===== config.mk =====
export PLATFORM = sky130hd
export DESIGN_NAME = grf_wb_arbiter_flat
export DESIGN_NICKNAME = d
export VERILOG_FILES = /design/src/rtl/grf_wb_arbiter_if.sv /design/src/rtl/grf_wb_arbiter.sv /design/src/flat_wrapper.sv
export SDC_FILE = /design/constraint.sdc
export NUM_CORES = 1
export LEC_CHECK = 0
export ABC_AREA = 1
export ABC_CLOCK_PERIOD_IN_PS = 3500
export BUFFER_PORTS_ARGS = -buffer_cell sky130_fd_sc_hd__buf_2
export CAP_MARGIN = 20
export CELL_PAD_IN_SITES_DETAIL_PLACEMENT = 1
export CELL_PAD_IN_SITES_GLOBAL_PLACEMENT = 2
export CORE_UTILIZATION = 30
export CTS_CLUSTER_SIZE = 24
export DETAILED_ROUTE_END_ITERATION = 10
export PLACE_DENSITY_LB_ADDON = 0.05
export SYNTH_ARGS = -nofsm -noshare
export SYNTH_HDL_FRONTEND = slang
export SYNTH_SLANG_ARGS = --single-unit

===== constraint.sdc =====
create_clock -name clk -period 3.5 [get_ports clk]
set_input_delay 0.175 -clock clk [delete_from_list [all_inputs] [get_ports clk]]
set_output_delay 0.175 -clock clk [all_outputs]
set_load 0.01 [all_outputs]

===== src/rtl/grf_wb_arbiter_if.sv =====
// Bus bundle for the GRF write-port arbiter: W-stage writeback, MDU result path,
// GRF write port and the hazard lookup / stall request signals.
interface grf_wb_arbiter_if;
    logic        pipe_we;
    logic [4:0]  pipe_a3;
    logic [31:0] pipe_wd;
    logic [31:0] pipe_pc;

    logic        mdu_valid;
    logic        mdu_ready;
    logic [4:0]  mdu_a3;
    logic [31:0] mdu_wd;
    logic [31:0] mdu_pc;

    logic        grf_we;
    logic [4:0]  grf_a3;
    logic [31:0] grf_wd;
    logic [31:0] grf_pc;

    logic [4:0]  hz_a;
    logic        hz_busy;
    logic        stall_pipe;

    modport slave (
        input  pipe_we, pipe_a3, pipe_wd, pipe_pc,
        input  mdu_valid, mdu_a3, mdu_wd, mdu_pc,
        input  hz_a,
        output mdu_ready, grf_we, grf_a3, grf_wd, grf_pc, hz_busy, stall_pipe
    );

    modport master (
        output pipe_we, pipe_a3, pipe_wd, pipe_pc,
        output mdu_valid, mdu_a3, mdu_wd, mdu_pc,
        output hz_a,
        input  mdu_ready, grf_we, grf_a3, grf_wd, grf_pc, hz_busy, stall_pipe
    );
endinterface


===== src/rtl/grf_wb_arbiter.sv =====
// Shares the single GRF write port between W-stage writeback (always wins) and a
// FIFO of pending MDU results that drain on idle port cycles.
module grf_wb_arbiter #(
    parameter int DEPTH    = 2,
    parameter int MAX_WAIT = 4
) (
    input  logic              clk,
    input  logic              reset,
    grf_wb_arbiter_if.slave   bus
);
    localparam int AW = $clog2(DEPTH);
    localparam int CW = $clog2(MAX_WAIT + 1);

    logic [4:0]       entA3 [DEPTH];
    logic [31:0]      entWd [DEPTH];
    logic [31:0]      entPc [DEPTH];
    logic [DEPTH-1:0] entValid;

    logic [AW:0]   rdPtr;
    logic [AW:0]   wrPtr;
    logic [AW:0]   count;
    logic [AW-1:0] headIdx;
    logic [AW-1:0] tailIdx;
    logic          empty;
    logic          full;
    logic          pipeLive;
    logic          headValid;
    logic          blocked;
    logic          pop;
    logic          push;
    logic [CW-1:0] waitCnt;
    logic          stallReg;

    assign headIdx   = rdPtr[AW-1:0];
    assign tailIdx   = wrPtr[AW-1:0];
    assign count     = wrPtr - rdPtr;
    assign empty     = (rdPtr == wrPtr);
    assign full      = (rdPtr[AW] != wrPtr[AW]) && (rdPtr[AW-1:0] == wrPtr[AW-1:0]);
    assign pipeLive  = bus.pipe_we && (bus.pipe_a3 != 5'd0);
    assign headValid = !empty && entValid[headIdx];
    assign blocked   = headValid && pipeLive;
    // A squashed head never needs the port, so it leaves even under a live pipe write.
    assign pop       = !empty && (!entValid[headIdx] || !pipeLive);
    assign push      = bus.mdu_valid && bus.mdu_ready;

    assign bus.mdu_ready  = !full && !reset;
    assign bus.stall_pipe = stallReg;

    // Port grant: pipeline first, then a valid FIFO head, otherwise the port is idle.
    always_comb begin
        bus.grf_we = 1'b0;
        bus.grf_a3 = 5'd0;
        bus.grf_wd = 32'd0;
        bus.grf_pc = 32'd0;
        if (!reset) begin
            if (pipeLive) begin
                bus.grf_we = 1'b1;
                bus.grf_a3 = bus.pipe_a3;
                bus.grf_wd = bus.pipe_wd;
                bus.grf_pc = bus.pipe_pc;
            end else if (headValid) begin
                bus.grf_we = 1'b1;
                bus.grf_a3 = entA3[headIdx];
                bus.grf_wd = entWd[headIdx];
                bus.grf_pc = entPc[headIdx];
            end
        end
    end

    // Hazard lookup walks only the occupied slots, starting at the head.
    always_comb begin
        logic          busy;
        logic [AW-1:0] slot;
        busy = 1'b0;
        slot = '0;
        for (int k = 0; k < DEPTH; k++) begin
            slot = headIdx + AW'(k);
            if (((AW+1)'(k) < count) && entValid[slot] && (entA3[slot] == bus.hz_a)) begin
                busy = 1'b1;
            end
        end
        bus.hz_busy = busy && (bus.hz_a != 5'd0) && !reset;
    end

    always_ff @(posedge clk) begin
        if (push) begin
            entA3[tailIdx] <= bus.mdu_a3;
            entWd[tailIdx] <= bus.mdu_wd;
            entPc[tailIdx] <= bus.mdu_pc;
        end
    end

    // The enqueue assignment comes after the squash loop so a same-cycle MDU result survives.
    always_ff @(posedge clk or posedge reset) begin
        if (reset) begin
            rdPtr    <= '0;
            wrPtr    <= '0;
            entValid <= '0;
        end else begin
            if (pipeLive) begin
                for (int i = 0; i < DEPTH; i++) begin
                    if (entA3[i] == bus.pipe_a3) begin
                        entValid[i] <= 1'b0;
                    end
                end
            end
            if (push) begin
                entValid[tailIdx] <= (bus.mdu_a3 != 5'd0);
                wrPtr             <= wrPtr + 1'b1;
            end
            if (pop) begin
                rdPtr <= rdPtr + 1'b1;
            end
        end
    end

    // Starvation tracking: count blocked cycles of the current head, request a bubble at the limit.
    always_ff @(posedge clk or posedge reset) begin
        if (reset) begin
            waitCnt  <= '0;
            stallReg <= 1'b0;
        end else begin
            if (pop || empty) begin
                waitCnt <= '0;
            end else if (blocked && (waitCnt < CW'(MAX_WAIT - 1))) begin
                waitCnt <= waitCnt + 1'b1;
            end
            if (pop) begin
                stallReg <= 1'b0;
            end else if (blocked && (waitCnt == CW'(MAX_WAIT - 1))) begin
                stallReg <= 1'b1;
            end
        end
    end
endmodule

===== src/flat_wrapper.sv =====
// flat-port wrapper written by rule: the top's interface ports become plain ports
module grf_wb_arbiter_flat 
#(
    parameter int DEPTH    = 2,
    parameter int MAX_WAIT = 4
)
  (clk, reset, bus_pipe_we, bus_pipe_a3, bus_pipe_wd, bus_pipe_pc, bus_mdu_valid, bus_mdu_a3, bus_mdu_wd, bus_mdu_pc, bus_hz_a, bus_mdu_ready, bus_grf_we, bus_grf_a3, bus_grf_wd, bus_grf_pc, bus_hz_busy, bus_stall_pipe);
  grf_wb_arbiter_if bus_i ();
  input  logic clk;
  input  logic reset;
  input wire logic [$bits(bus_i.pipe_we)-1:0] bus_pipe_we;
  input wire logic [$bits(bus_i.pipe_a3)-1:0] bus_pipe_a3;
  input wire logic [$bits(bus_i.pipe_wd)-1:0] bus_pipe_wd;
  input wire logic [$bits(bus_i.pipe_pc)-1:0] bus_pipe_pc;
  input wire logic [$bits(bus_i.mdu_valid)-1:0] bus_mdu_valid;
  input wire logic [$bits(bus_i.mdu_a3)-1:0] bus_mdu_a3;
  input wire logic [$bits(bus_i.mdu_wd)-1:0] bus_mdu_wd;
  input wire logic [$bits(bus_i.mdu_pc)-1:0] bus_mdu_pc;
  input wire logic [$bits(bus_i.hz_a)-1:0] bus_hz_a;
  output wire logic [$bits(bus_i.mdu_ready)-1:0] bus_mdu_ready;
  output wire logic [$bits(bus_i.grf_we)-1:0] bus_grf_we;
  output wire logic [$bits(bus_i.grf_a3)-1:0] bus_grf_a3;
  output wire logic [$bits(bus_i.grf_wd)-1:0] bus_grf_wd;
  output wire logic [$bits(bus_i.grf_pc)-1:0] bus_grf_pc;
  output wire logic [$bits(bus_i.hz_busy)-1:0] bus_hz_busy;
  output wire logic [$bits(bus_i.stall_pipe)-1:0] bus_stall_pipe;
  assign bus_i.pipe_we = bus_pipe_we;
  assign bus_i.pipe_a3 = bus_pipe_a3;
  assign bus_i.pipe_wd = bus_pipe_wd;
  assign bus_i.pipe_pc = bus_pipe_pc;
  assign bus_i.mdu_valid = bus_mdu_valid;
  assign bus_i.mdu_a3 = bus_mdu_a3;
  assign bus_i.mdu_wd = bus_mdu_wd;
  assign bus_i.mdu_pc = bus_mdu_pc;
  assign bus_i.hz_a = bus_hz_a;
  assign bus_mdu_ready = bus_i.mdu_ready;
  assign bus_grf_we = bus_i.grf_we;
  assign bus_grf_a3 = bus_i.grf_a3;
  assign bus_grf_wd = bus_i.grf_wd;
  assign bus_grf_pc = bus_i.grf_pc;
  assign bus_hz_busy = bus_i.hz_busy;
  assign bus_stall_pipe = bus_i.stall_pipe;
  grf_wb_arbiter #(.DEPTH(DEPTH), .MAX_WAIT(MAX_WAIT)) u_core (.clk(clk), .reset(reset), .bus(bus_i));
endmodule

Word-level counts from Yosys, hierarchy flattened
Memory sizes are Yosys's and may differ from the RTL's.
Index checks and enable logic that the tools add are counted.
{"block": "totals", "elab_cells": 87, "n_memories": 3, "reg_bits": 10, "ramBits": 138}
{"memory": "u_core.entPc", "depth": 2, "word_bits": 32, "read_ports": 1, "rd_clocked_by_memory_dff": 0, "wr": 1, "line": "grf_wb_arbiter.sv:16", "text": "logic [31:0] entPc [DEPTH];"}
{"memory": "u_core.entWd", "depth": 2, "word_bits": 32, "read_ports": 1, "rd_clocked_by_memory_dff": 0, "wr": 1, "line": "grf_wb_arbiter.sv:15", "text": "logic [31:0] entWd [DEPTH];"}
{"memory": "u_core.entA3", "depth": 2, "word_bits": 5, "read_ports": 4, "rd_clocked_by_memory_dff": 0, "wr": 1, "line": "grf_wb_arbiter.sv:14", "text": "logic [4:0] entA3 [DEPTH];"}
{"block": "op_classes", "n_lt_le_gt_ge": 7, "n_addsub": 5, "muxes": 31, "n_eq_ne": 8, "n_reduce_logical": 28}
{"operator": "$mux 32", "n": 6}
{"operator": "$eq 5x5->1", "n": 4}
{"operator": "$logic_and 1x1->1", "n": 16}
{"operator": "$mux 1", "n": 16}
{"operator": "$mux 5", "n": 3}
{"operator": "$reduce_bool 5->1", "n": 3}
{"operator": "$lt 1x2->1 const B", "n": 3}
{"operator": "$mux 3", "n": 2}
{"operator": "$logic_not 1->1", "n": 5}
{"operator": "$add 2x1->2 const B", "n": 2}
{"operator": "$lt 1x2->1 const A", "n": 2}
{"operator": "$mux 2", "n": 2}
{"operator": "$reduce_bool 2->1", "n": 2}
{"operator": "$add 3x1->3 const B", "n": 1}
{"operator": "$eq 3x2->1 const B", "n": 1}
{"operator": "$lt 3x2->1 const B", "n": 1}
{"operator": "$bwmux 2", "n": 1}
{"operator": "$eq 2x2->1", "n": 1}
{"operator": "$logic_or 1x1->1", "n": 2}
{"operator": "$sub 2x2->2", "n": 1}
{"operator": "$add 1x1->1 const B", "n": 1}
{"operator": "$demux 1 s1", "n": 1}
{"operator": "$eq 1x1->1", "n": 1}
{"operator": "$ge 1x1->1 const B", "n": 1}
{"operator": "$ne 1x1->1", "n": 1}

Depth between registers and ports, before layout
Gate-level depths: netlist of the first run.
{"block": "logic_depth", "depth_word": 8, "depth_mapped": 12, "ltp_nobuf": 10}

Worst setup path after synthesis of the first run
No wires, ideal clock.
{"block": "synth_path", "path_type": "register -> register", "startpoint": "register u_core.wrPtr[0]", "endpoint": "memory u_core.entA3[1][0], enable pin", "setup_ns": 0.423, "setup_slack_ns": 0.584, "n_path_buf": 0, "arrival_time_ns": 2.492, "stages_incl_launch_ff": 8, "cell_sequence": "dfrtp_1 -> inv_1 -> ha_1 -> nand3_1 -> nand2_1 -> inv_1 -> nand3_1 -> inv_1"}
{"block": "synth_between", "elab_chain_cells": 7}
{"item": "from (decl)", "line": "grf_wb_arbiter.sv:20", "text": "logic [AW:0] wrPtr;"}
{"item": "from (signal assigned)", "line": "grf_wb_arbiter.sv:109", "text": "wrPtr <= wrPtr + 1'b1;"}
{"item": "$eq 1x1->1", "line": "grf_wb_arbiter.sv:38", "text": "assign full = (rdPtr[AW] != wrPtr[AW]) && (rdPtr[AW-1:0] == wrPtr[AW-1:0]);"}
{"item": "$logic_and 1x1->1", "line": "grf_wb_arbiter.sv:38"}
{"item": "$logic_not 1->1", "line": "grf_wb_arbiter.sv:46", "text": "assign bus.mdu_ready = !full && !reset;"}
{"item": "$logic_and 1x1->1", "line": "grf_wb_arbiter.sv:46"}
{"item": "named net bus_mdu_ready", "line": "flat_wrapper.sv:20", "text": "output wire logic [$bits(bus_i.mdu_ready)-1:0] bus_mdu_ready;"}
{"item": "$logic_and 1x1->1", "line": "grf_wb_arbiter.sv:44", "text": "assign push = bus.mdu_valid && bus.mdu_ready;"}
{"item": "$mux 1", "line": "grf_wb_arbiter.sv:86", "text": "if (push) begin"}
{"item": "$mux 1 (not written as such)", "line": "grf_wb_arbiter.sv:87", "text": "entA3[tailIdx] <= bus.mdu_a3;"}
{"item": "to (decl)", "line": "grf_wb_arbiter.sv:14"}
The timed path passes the listed nets, and every way through them passes these cells.

Final worst setup path of the first run
{"block": "layout_path", "startpoint": "register u_core.rdPtr[0]", "endpoint": "output bus_grf_pc[19]"}
{"block": "layout_between", "elab_chain_cells": 6}
{"item": "from (decl)", "line": "grf_wb_arbiter.sv:19", "text": "logic [AW:0] rdPtr;"}
{"item": "from (signal assigned)", "line": "grf_wb_arbiter.sv:112", "text": "rdPtr <= rdPtr + 1'b1;"}
{"item": "$eq 2x2->1 or $mux 1 (tied branches)", "line": "grf_wb_arbiter.sv:37, grf_wb_arbiter.sv:40"}
{"item": "$logic_not 1->1 or $mux 1 (tied branches)", "line": "grf_wb_arbiter.sv:40", "text": "assign headValid = !empty && entValid[headIdx];"}
{"item": "$logic_and 1x1->1", "line": "grf_wb_arbiter.sv:40"}
{"item": "$mux 32 *", "line": "grf_wb_arbiter.sv:61", "text": "end else if (headValid) begin"}
{"item": "$mux 32 *", "line": "grf_wb_arbiter.sv:56", "text": "if (pipeLive) begin"}
{"item": "$mux 32 *", "line": "grf_wb_arbiter.sv:55", "text": "if (!reset) begin"}
{"item": "to (decl)", "line": "flat_wrapper.sv:24", "text": "output wire logic [$bits(bus_i.grf_pc)-1:0] bus_grf_pc;"}
Mark *: on every way between the ends. The rest lies on a longest branch, timed or not. The select of a mux whose other input is x is not followed.

==> results of run 1 <==
routing by layer:
layer  global-route usage  up-vias  part of all wire
li1                     -     2965                 -
met1                0.204     2855              0.42
met2                0.326      127              0.53
met3               0.0327       19             0.036
met4               0.0486        0             0.010
met5                    0        -                 0
path summary, 6_finish.rpt:
kind / start / end / slack (ns) / cells after the start
worst max register to register: u_core.wrPtr[0] / u_core.entPc[1][9] / 1.15 / 8
worst max-delay path: u_core.rdPtr[0] / bus_grf_pc[19] / 0.52 / 8
min in group asynchronous: reset / u_core.bus.stall_pipe / 0.29 / 4
worst min-delay path: bus_mdu_valid / u_core.wrPtr[0] / 0.04 / 4
max in group asynchronous: reset / u_core.rdPtr[0] / 3.02 / 4
worst min register to register: u_core.wrPtr[0] / u_core.wrPtr[0] / 0.52 / 2
sequential cells by signal, summed over array words and instances (netlist names):
signal and cells:
u_core.wrPtr 2, u_core.entValid 2, u_core.entPc 64, u_core.entA3 10
u_core.rdPtr 2, u_core.waitCnt 3, u_core.bus.stall_pipe 1, u_core.entWd 64
kinds of logic after synthesis:
family / Yosys count
AND/OR/NAND/NOR: 334
flip-flops: 148
AO/OA/AOI/OAI: 145
buffers and inverters: 69
XOR/XNOR: 8
adder cells (fa/ha/maj): 3
critical path, stage by stage (launching register included):
cell     delay (ns)
dfrtp_2        0.40
buf_4          0.71
o21ai_1        0.24
nand2_1        0.13
inv_2          0.06
o21ai_4        0.14
buf_4          0.38
nor2_1         0.11
buf_2          0.16
power by group through the flow:
stage | logic (mW) | clock network [mW] | registers (mW)
2_1_floorplan | 1.40 | 0 | 2.39
4_1_cts | 2.17 | 1.81 | 2.37
6_report | 2.10 | 1.77 | 2.37
3_3_place_gp | 2.05 | 0 | 2.39
5_1_grt | 2.40 | 1.89 | 2.40
3_5_place_dp | 2.10 | 0 | 2.41
layout by cell type (no fill, tap or decap), types with 6 or more instances in the layout:
cell / n
dlygate4sd3_1: 70
inv_1: 24
nand3_1: 21
nand2_1: 86
buf_4: 8
nor2_1: 206
o21ai_0: 137
nand4_1: 6
dfrtp_1: 9
a21oi_1: 6
buf_2: 219
edfxtp_1: 138
clkbuf_16: 17
nor2_2: 9
cell type report:
class                      count  area, sq um  share of cell area
clock buffer                  17          425              0.0445
timing repair buffer         300         1920               0.201
multi-input combinational    490         2190               0.229
sequential                   148         4400               0.460
clock inverter                15          148              0.0155
tap                          285          357              0.0373
inverter                      31          121              0.0127
stage by stage:
| stage | setup WS [ns] | total power, mW | cells |
|---|---|---|---|
| after floorplan | 0.584 | 3.79 | 707 |
| after global placement | 0.978 | 4.44 | 1184 |
| after detailed placement | 0.894 | 4.51 | 1184 |
| after CTS | 0.426 | 6.36 | 1286 |
| after global routing | 0.214 | 6.69 | 1286 |
| final | 0.517 | 6.24 | 1286 |
==> flow_summary.yaml, run 1 <==
pwr:
  p_comb_frac: 0.337
  switchingPower_mw: 2.26
  ir_worst_vdd_mv: 0.300
  p_int_mw: 3.98
  p_seq_frac: 0.380
  clockPowerShare: 0.283
  p_sw_frac: 0.362
  p_leak_nw: 4.04
  power-per-cell-area_nw_per_um2: 653
layout:
  final_cell_area_sq_um: 9550
  drive_gt1_frac: 0.282
  utilization: 0.422
  fillCellCount: 2625
  final_nets: 1138
  layout-area-overhead-vs-synth_pct: 37.7
  antenna_cells: 0
cts:
  clock-sinks: 148
  postCtsSetupBuffers: 0
  numCtsBuffers: 17
  cts_tree: "yes"
  clockBufferDepth: 2
  clk_pin_slew_ns: 0.07
  htree_levels: 4
  ctsResizeCount: 0
  clkLatencyLatePin_ns: 0.42
  root_buffer: "clkbuf_16"
  postCtsHoldBufs: 70
yosys:
  synthArstFlopShare: 0.0676
  synth_seq_area_share: 0.634
  synth_fp_nets: 857
  synth_top_area_frac: 0.598
  yosys.area.top_type: "edfxtp_1"
  synth_edf_count: 138
  synthCells: 707
  synth.avg_cell_area_sq_um: 9.81
  synth_xor_area_frac: 0.0101
  ys_warn_count: 0
  muxShareOfSynthArea: 0
  synthMostInstantiatedCell: "nor2_1"
  synth_compound_gate_area_share: 0.106
  ys_seq_elements: 148
  synth_top_family_by_area: "simple AND/OR/NAND/NOR gates"
  synth_common_cells: "206 x nor2_1, 138 x edfxtp_1, 137 x o21ai_0"
  synthFlopType: "edfxtp_1"
  yosys.area_share.simple: 0.193
  synth_fa_ha_area_frac: 0.00541
  syn_area_sq_um: 6930
  synth.distinct_cells: 28
  synth_area_leaders: "edfxtp_1 60%, nor2_1 11%, o21ai_0 9.9%"
drt:
  vias_per_cell: 4.64
  firstDrtPassIters: 4
  wl_mm: 20.4
  drt_iter0_drc: 223
  wire_per_inst_um: 15.9
  drc: 0
  vias: 5966
  ant_nets: 0
critical_path:
  critPathKind: "reg2out"
  crit_required_ns: 3.32
  worstPathArrival_ns: 2.81
  endpoint_kind: "output port"
  critPathMaxFanout: 80
  critPathLaunchType: "flop"
sta:
  fmax_ghz: 0.335
  maxSlewViolCount: 0
  fin_skew_ns: 0.0101
  setup_viol: 0
  tightest_slew_ns: 0.929
  rsz0062_at_grt: "false"
  tns_ns: 0
  maxSlewHeadroom: 0.381
  timing.hold.ws_ns: 0.0406
  period_needed_ns: 2.98
  hold_viol_final: 0
  period_share: 0.852
placement:
  io_buffers: 219
  hpwl_mm: 13.6
  post_dp_cell_area_sq_um: 8280
  gp_congestion: 0.785
run:
  drv_cap: 0
global_routing:
  grt_antenna_before_repair: 0
  grt_max_degree: 86
  grt_pass1_wl_mm: 32.2
  grt_pass1_vias: 6409
  grt.overflow.total: 0
  track_usage: 0.175
floorplanning:
  die_h_um: 154
  start_util: 0.306
  die_x_um: 154
  core_region_area_sq_um: 22600
  ios: 220
  row_count: 55
  dieArea_sq_um: 23700
run_status:
  outcome: "completed"
hold_path:
  hp-class: "in2reg"
Power figures use the tool's default switching activity.
==> inputs of run 2 (changes only) <==
--- a/config.mk
+++ b/config.mk
@@ -14,6 +14,7 @@
 export CORE_UTILIZATION = 30
 export CTS_CLUSTER_SIZE = 24
 export DETAILED_ROUTE_END_ITERATION = 10
+export MAX_ROUTING_LAYER = met4
 export PLACE_DENSITY_LB_ADDON = 0.05
 export SYNTH_ARGS = -nofsm -noshare
 export SYNTH_HDL_FRONTEND = slang
==> run 2 against run 1 <==
  * Hold slack improved by 0.00062 ns
  * Cell area unchanged
  * Die area is the same
  * Cell count unchanged
  * Via count decreased by 0.28%
  * Critical path type unchanged
  * Highest routed layer unchanged
==> flow_summary.yaml, run 2 (synthesis gave the netlist of run 1 again) <==
layout:
  register_area_sq_um: 4400
  drive_gt1_frac: 0.282
  multi_input_area_sq_um: 2190
  final_cell_mix: "219 x buf_2, 206 x nor2_1, 138 x edfxtp_1"
  final_common_cell: "buf_2"
  reg_top3: "u_core.entPc (64), u_core.entWd (64), u_core.entA3 (10)"
  fillCellCount: 2625
  final_nets: 1138
  antenna_cells: 0
  layout-area-overhead-vs-synth_pct: 37.7
sta:
  maxSlewHeadroom: 0.380
  period_needed_ns: 2.99
  fmax_ghz: 0.335
  setup_viol: 0
  tightest_slew_ns: 0.931
  hold_viol_final: 0
  period_share: 0.853
  tns_ns: 0
  maxSlewViolCount: 0
  rsz0062_at_grt: "false"
  fin_skew_ns: 0.00904
  timing.hold.ws_ns: 0.0412
run_status:
  outcome: "completed"
cts:
  numCtsBuffers: 17
  clkLatencyLatePin_ns: 0.42
  clock-sinks: 148
  cts_tree: "yes"
  htree_levels: 4
  root_buffer: "clkbuf_16"
  ctsResizeCount: 0
  clk_pin_slew_ns: 0.07
  clockBufferDepth: 2
  postCtsSetupBuffers: 0
pwr:
  p_leak_nw: 4.04
  power-per-cell-area_nw_per_um2: 654
  p_sw_frac: 0.362
  p_int_mw: 3.98
  clockPowerShare: 0.283
  p_seq_frac: 0.380
  p_comb_frac: 0.337
  ir_worst_vdd_mv: 0.300
  switchingPower_mw: 2.26
critical_path:
  critPathKind: "reg2out"
  critPathMaxFanout: 80
  crit_required_ns: 3.32
  r2r_cells: 8
  worstPathArrival_ns: 2.81
  endpoint_kind: "output port"
  critPathLaunchType: "flop"
global_routing:
  grt_antenna_before_repair: 0
  track_usage: 0.181
  grt_pass1_vias: 6403
  grt_max_degree: 86
  grt_pass1_wl_mm: 32.2
  grt.overflow.total: 0
hold_path:
  hold_depth: 4
  hp-class: "in2reg"
drt:
  firstDrtPassIters: 5
  vias_per_cell: 4.63
  wire_per_inst_um: 15.9
  vias: 5949
  ant_nets: 0
  drt_iter0_drc: 246
  wl_mm: 20.5
  drc: 0
floorplanning:
  row_count: 55
  die_h_um: 154
  ios: 220
  dieArea_sq_um: 23700
  start_util: 0.306
  die_x_um: 154
  core_region_area_sq_um: 22600
placement:
  hpwl_mm: 13.6
  gp_congestion: 0.796
  io_buffers: 219
run:
  drv_cap: 0
## run 2: cell counts in the layout (fill, tap and decap cells not counted)
Identical to the previous run, type by type.
## run 2: final cells by class
| type | count | share of cell area |
|---|---|---|
| Sequential cell | 148 | 0.460 |
| Multi-Input combinational cell | 490 | 0.229 |
| Timing Repair Buffer | 300 | 0.201 |
| Clock buffer | 17 | 0.0445 |
| Tap cell | 285 | 0.0373 |
| Clock inverter | 15 | 0.0155 |
| Inverter | 31 | 0.0127 |
## run 2: power by group through the flow
stage / Combinational [mW] / Clock [mW] / Sequential (mW)
floorplan: 1.40 / 0 / 2.39
global placement: 2.05 / 0 / 2.39
detailed placement: 2.10 / 0 / 2.41
CTS: 2.17 / 1.81 / 2.37
global route: 2.40 / 1.89 / 2.40
finish: 2.10 / 1.77 / 2.37
## run 2: final timing paths
check | startpoint | end | slack [ns]
worst max-delay path | u_core.rdPtr[0] | bus_grf_pc[19] | 0.51
worst min-delay path | bus_mdu_valid | u_core.wrPtr[0] | 0.04
worst max register to register | u_core.wrPtr[0] | u_core.entPc[1][9] | 1.15
worst min register to register | u_core.wrPtr[0] | u_core.wrPtr[0] | 0.52
max in group asynchronous | reset | u_core.rdPtr[0] | 3.02
min in group asynchronous | reset | u_core.bus.stall_pipe | 0.29
## run 2: repair_timing
action / in CTS / in global routing
hold buffers: 70 / 0
endpoints found under the setup margin: 0 / 0
endpoints found under the hold margin: 148 / 0
## run 2: per-layer routing
metal / GRT usage / wire length [um] / up-vias
met5: - / 0 / -
met4: 0.0486 / 199 / 0
met3: 0.0310 / 686 / 16
li1: - / - / 2961
met1: 0.206 / 8760 / 2851
met2: 0.326 / 10900 / 121
## run 2: stage by stage
stage	util	worst slack, ns	instance area (sq um)	std cells	total power, mW
3_5_place_dp	0.366	0.894	8280	1184	4.51
3_3_place_gp	0.366	0.978	8280	1184	4.44
6_report	0.422	0.513	9550	1286	6.24
5_1_grt	0.422	0.208	9550	1286	6.69
2_1_floorplan	-	0.584	6930	707	3.79
4_1_cts	0.422	0.426	9550	1286	6.36
## run 2: critical path, stage by stage, from the launching register on
cell and delay (ns):
dfrtp_2 0.40, buf_4 0.72, o21ai_1 0.24, nand2_1 0.13, inv_2 0.06, o21ai_4 0.14, buf_4 0.38, nor2_1 0.11
buf_2 0.16
==> inputs of run 3 (changes only) <==
--- a/config.mk
+++ b/config.mk
@@ -15,7 +15,7 @@
 export CTS_CLUSTER_SIZE = 24
 export DETAILED_ROUTE_END_ITERATION = 10
 export MAX_ROUTING_LAYER = met4
-export PLACE_DENSITY_LB_ADDON = 0.05
+export PLACE_DENSITY_LB_ADDON = 0.15
 export SYNTH_ARGS = -nofsm -noshare
 export SYNTH_HDL_FRONTEND = slang
 export SYNTH_SLANG_ARGS = --single-unit
==> run 3 against run 2 <==
  * Sequential share of layout area is essentially flat
  * Non-clock buffer count fell by 1
  * Global-route usage shrank 0.16 points
  * Critical path type unchanged
  * Critical endpoint is now bus_grf_wd[15]
  * Largest power group unchanged
==> flow_summary.yaml, run 3 (synthesis gave the netlist of run 1 again) <==
cts:
  postCtsSetupBuffers: 0
  htree_levels: 4
  clockBufferDepth: 2
  clkLatencyLatePin_ns: 0.42
  clk_pin_slew_ns: 0.06
  cts_tree: "yes"
  root_buffer: "clkbuf_16"
  clock-sinks: 148
  numCtsBuffers: 17
hold_path:
  hold_depth: 4
  whs_endpoint: "u_core.wrPtr[0]"
  min_from: "bus_mdu_valid"
  hp-class: "in2reg"
pwr:
  p_leak_nw: 4.03
  power-per-cell-area_nw_per_um2: 659
  switchingPower_mw: 2.20
  p_comb_frac: 0.325
  p_int_mw: 4.09
  p_total_mw: 6.29
  clockPowerShare: 0.291
  ir_worst_vdd_mv: 0.377
  p_seq_frac: 0.384
  p_sw_frac: 0.350
floorplanning:
  row_count: 55
  die_x_um: 154
  die_h_um: 154
  dieArea_sq_um: 23700
  core_region_area_sq_um: 22600
  ios: 220
  start_util: 0.306
critical_path:
  cpLargestDelayFamily: "buffers and inverters"
  r2r_cells: 7
  critPathLaunchType: "flop"
  critPathSlowestCell: "dfrtp_2"
  r2r_end: "u_core.entPc[0][26]"
  worstPathArrival_ns: 3.01
  endpoint_kind: "output port"
  slowest_delay_ns: 0.68
  critPathKind: "reg2out"
  rrSetupSlack_ns: 0.98
  reg2reg_from: "u_core.rdPtr[0]"
  critPathMaxFanout: 56
  crit_required_ns: 3.32
  cp.depth: 8
  path_buf_inv: 4
  cp_common_cell: "buf_4"
  crit_chain: "buf_4, o21ai_1, nand2_1, inv_2, o21ai_4, buf_4, nor2_1, buf_2"
sta:
  period_needed_ns: 3.19
  tightest_slew_ns: 0.749
  hold_viol_final: 0
  tns_ns: 0
  maxSlewViolCount: 0
  setup_viol: 0
  maxSlewHeadroom: 0.500
  rsz0062_at_grt: "false"
  timing.hold.ws_ns: 0.0290
  period_share: 0.910
  fmax_ghz: 0.314
  fin_skew_ns: 0.00964
global_routing:
  grt.overflow.total: 0
  grt_pass1_vias: 6436
  grt_pass1_wl_mm: 31.9
  grtUsageMet1: 0.202
  grt_max_degree: 71
  gr-max-usage-layer: "met2"
  grtUsageMet3: 0.0366
  track_usage: 0.179
  grt_util_met2: 0.319
  grt_antenna_before_repair: 0
layout:
  final_cell_mix: "219 x buf_2, 206 x nor2_1, 138 x edfxtp_1"
  layout-area-overhead-vs-synth_pct: 37.7
  reg_top3: "u_core.entPc (64), u_core.entWd (64), u_core.entA3 (10)"
  final_nets: 1137
  final_common_cell: "buf_2"
  fin_cells: 1284
  drive_gt1_frac: 0.278
  antenna_cells: 0
placement:
  io_buffers: 219
  gp_congestion: 0.811
  hpwl_mm: 13.8
  dpl.cell_count: 1183
drt:
  wire_per_inst_um: 15.7
  vias_per_cell: 4.68
  drc: 0
  vias: 6013
  firstDrtPassIters: 4
  drt_iter0_drc: 225
  ant_nets: 0
  wl_mm: 20.1
run_status:
  outcome: "completed"
run:
  drv_cap: 0
-- run 3: stage by stage --
step / setup slack, ns / utilization / instance area [sq um]
2_1_floorplan: 0.584 / - / 6930
3_3_place_gp: 0.784 / 0.365 / 8250
3_5_place_dp: 0.699 / 0.365 / 8250
4_1_cts: 0.225 / 0.422 / 9550
5_1_grt: 0.0680 / 0.422 / 9550
6_report: 0.314 / 0.422 / 9550
-- run 3: routing by layer --
metal / part of all wire / vias to the layer above
met2: 0.52 / 146
met5: 0 / -
met1: 0.43 / 2878
met3: 0.039 / 25
met4: 0.013 / 0
li1: - / 2964
-- run 3: tightest hold or removal path, stage by stage --
cell	delay, ns
buf_2	0.10
nand2_1	0.05
nand2_1	0.05
nand2_1	0.04
-- run 3: layout make-up --
cell class                      instances  area (sq um)
Multi-Input combinational cell        490          2190
Clock inverter                         11           155
Inverter                               31           119
Fill cell                            2630         13100
Tap cell                              285           357
Timing Repair Buffer                  299          1900
Clock buffer                           20           437
Sequential cell                       148          4400
-- run 3: how the worst max path moves through the flow --
stage	from	end	slack, ns
2_1_floorplan	u_core.wrPtr[0]	u_core.entA3[1][0]	0.58
3_3_place_gp	u_core.rdPtr[0]	bus_grf_pc[16]	0.78
3_5_place_dp	u_core.rdPtr[0]	bus_grf_wd[18]	0.70
4_1_cts	u_core.rdPtr[0]	bus_grf_pc[16]	0.22
5_1_grt	u_core.rdPtr[0]	bus_grf_wd[15]	0.07
6_report	u_core.rdPtr[0]	bus_grf_wd[15]	0.31
-- run 3: power by group through the flow --
stage / registers [mW] / logic (mW) / clock network [mW]
after floorplan: 2.39 / 1.40 / 0
after global placement: 2.44 / 1.99 / 0
after detailed placement: 2.46 / 2.03 / 0
after CTS: 2.42 / 2.10 / 1.87
after global routing: 2.45 / 2.34 / 1.93
final: 2.41 / 2.05 / 1.83
-- run 3: repair_timing --
action,in CTS,in global routing
gates resized for setup,0,0
hold buffers,70,0
hold endpoints to repair,148,0
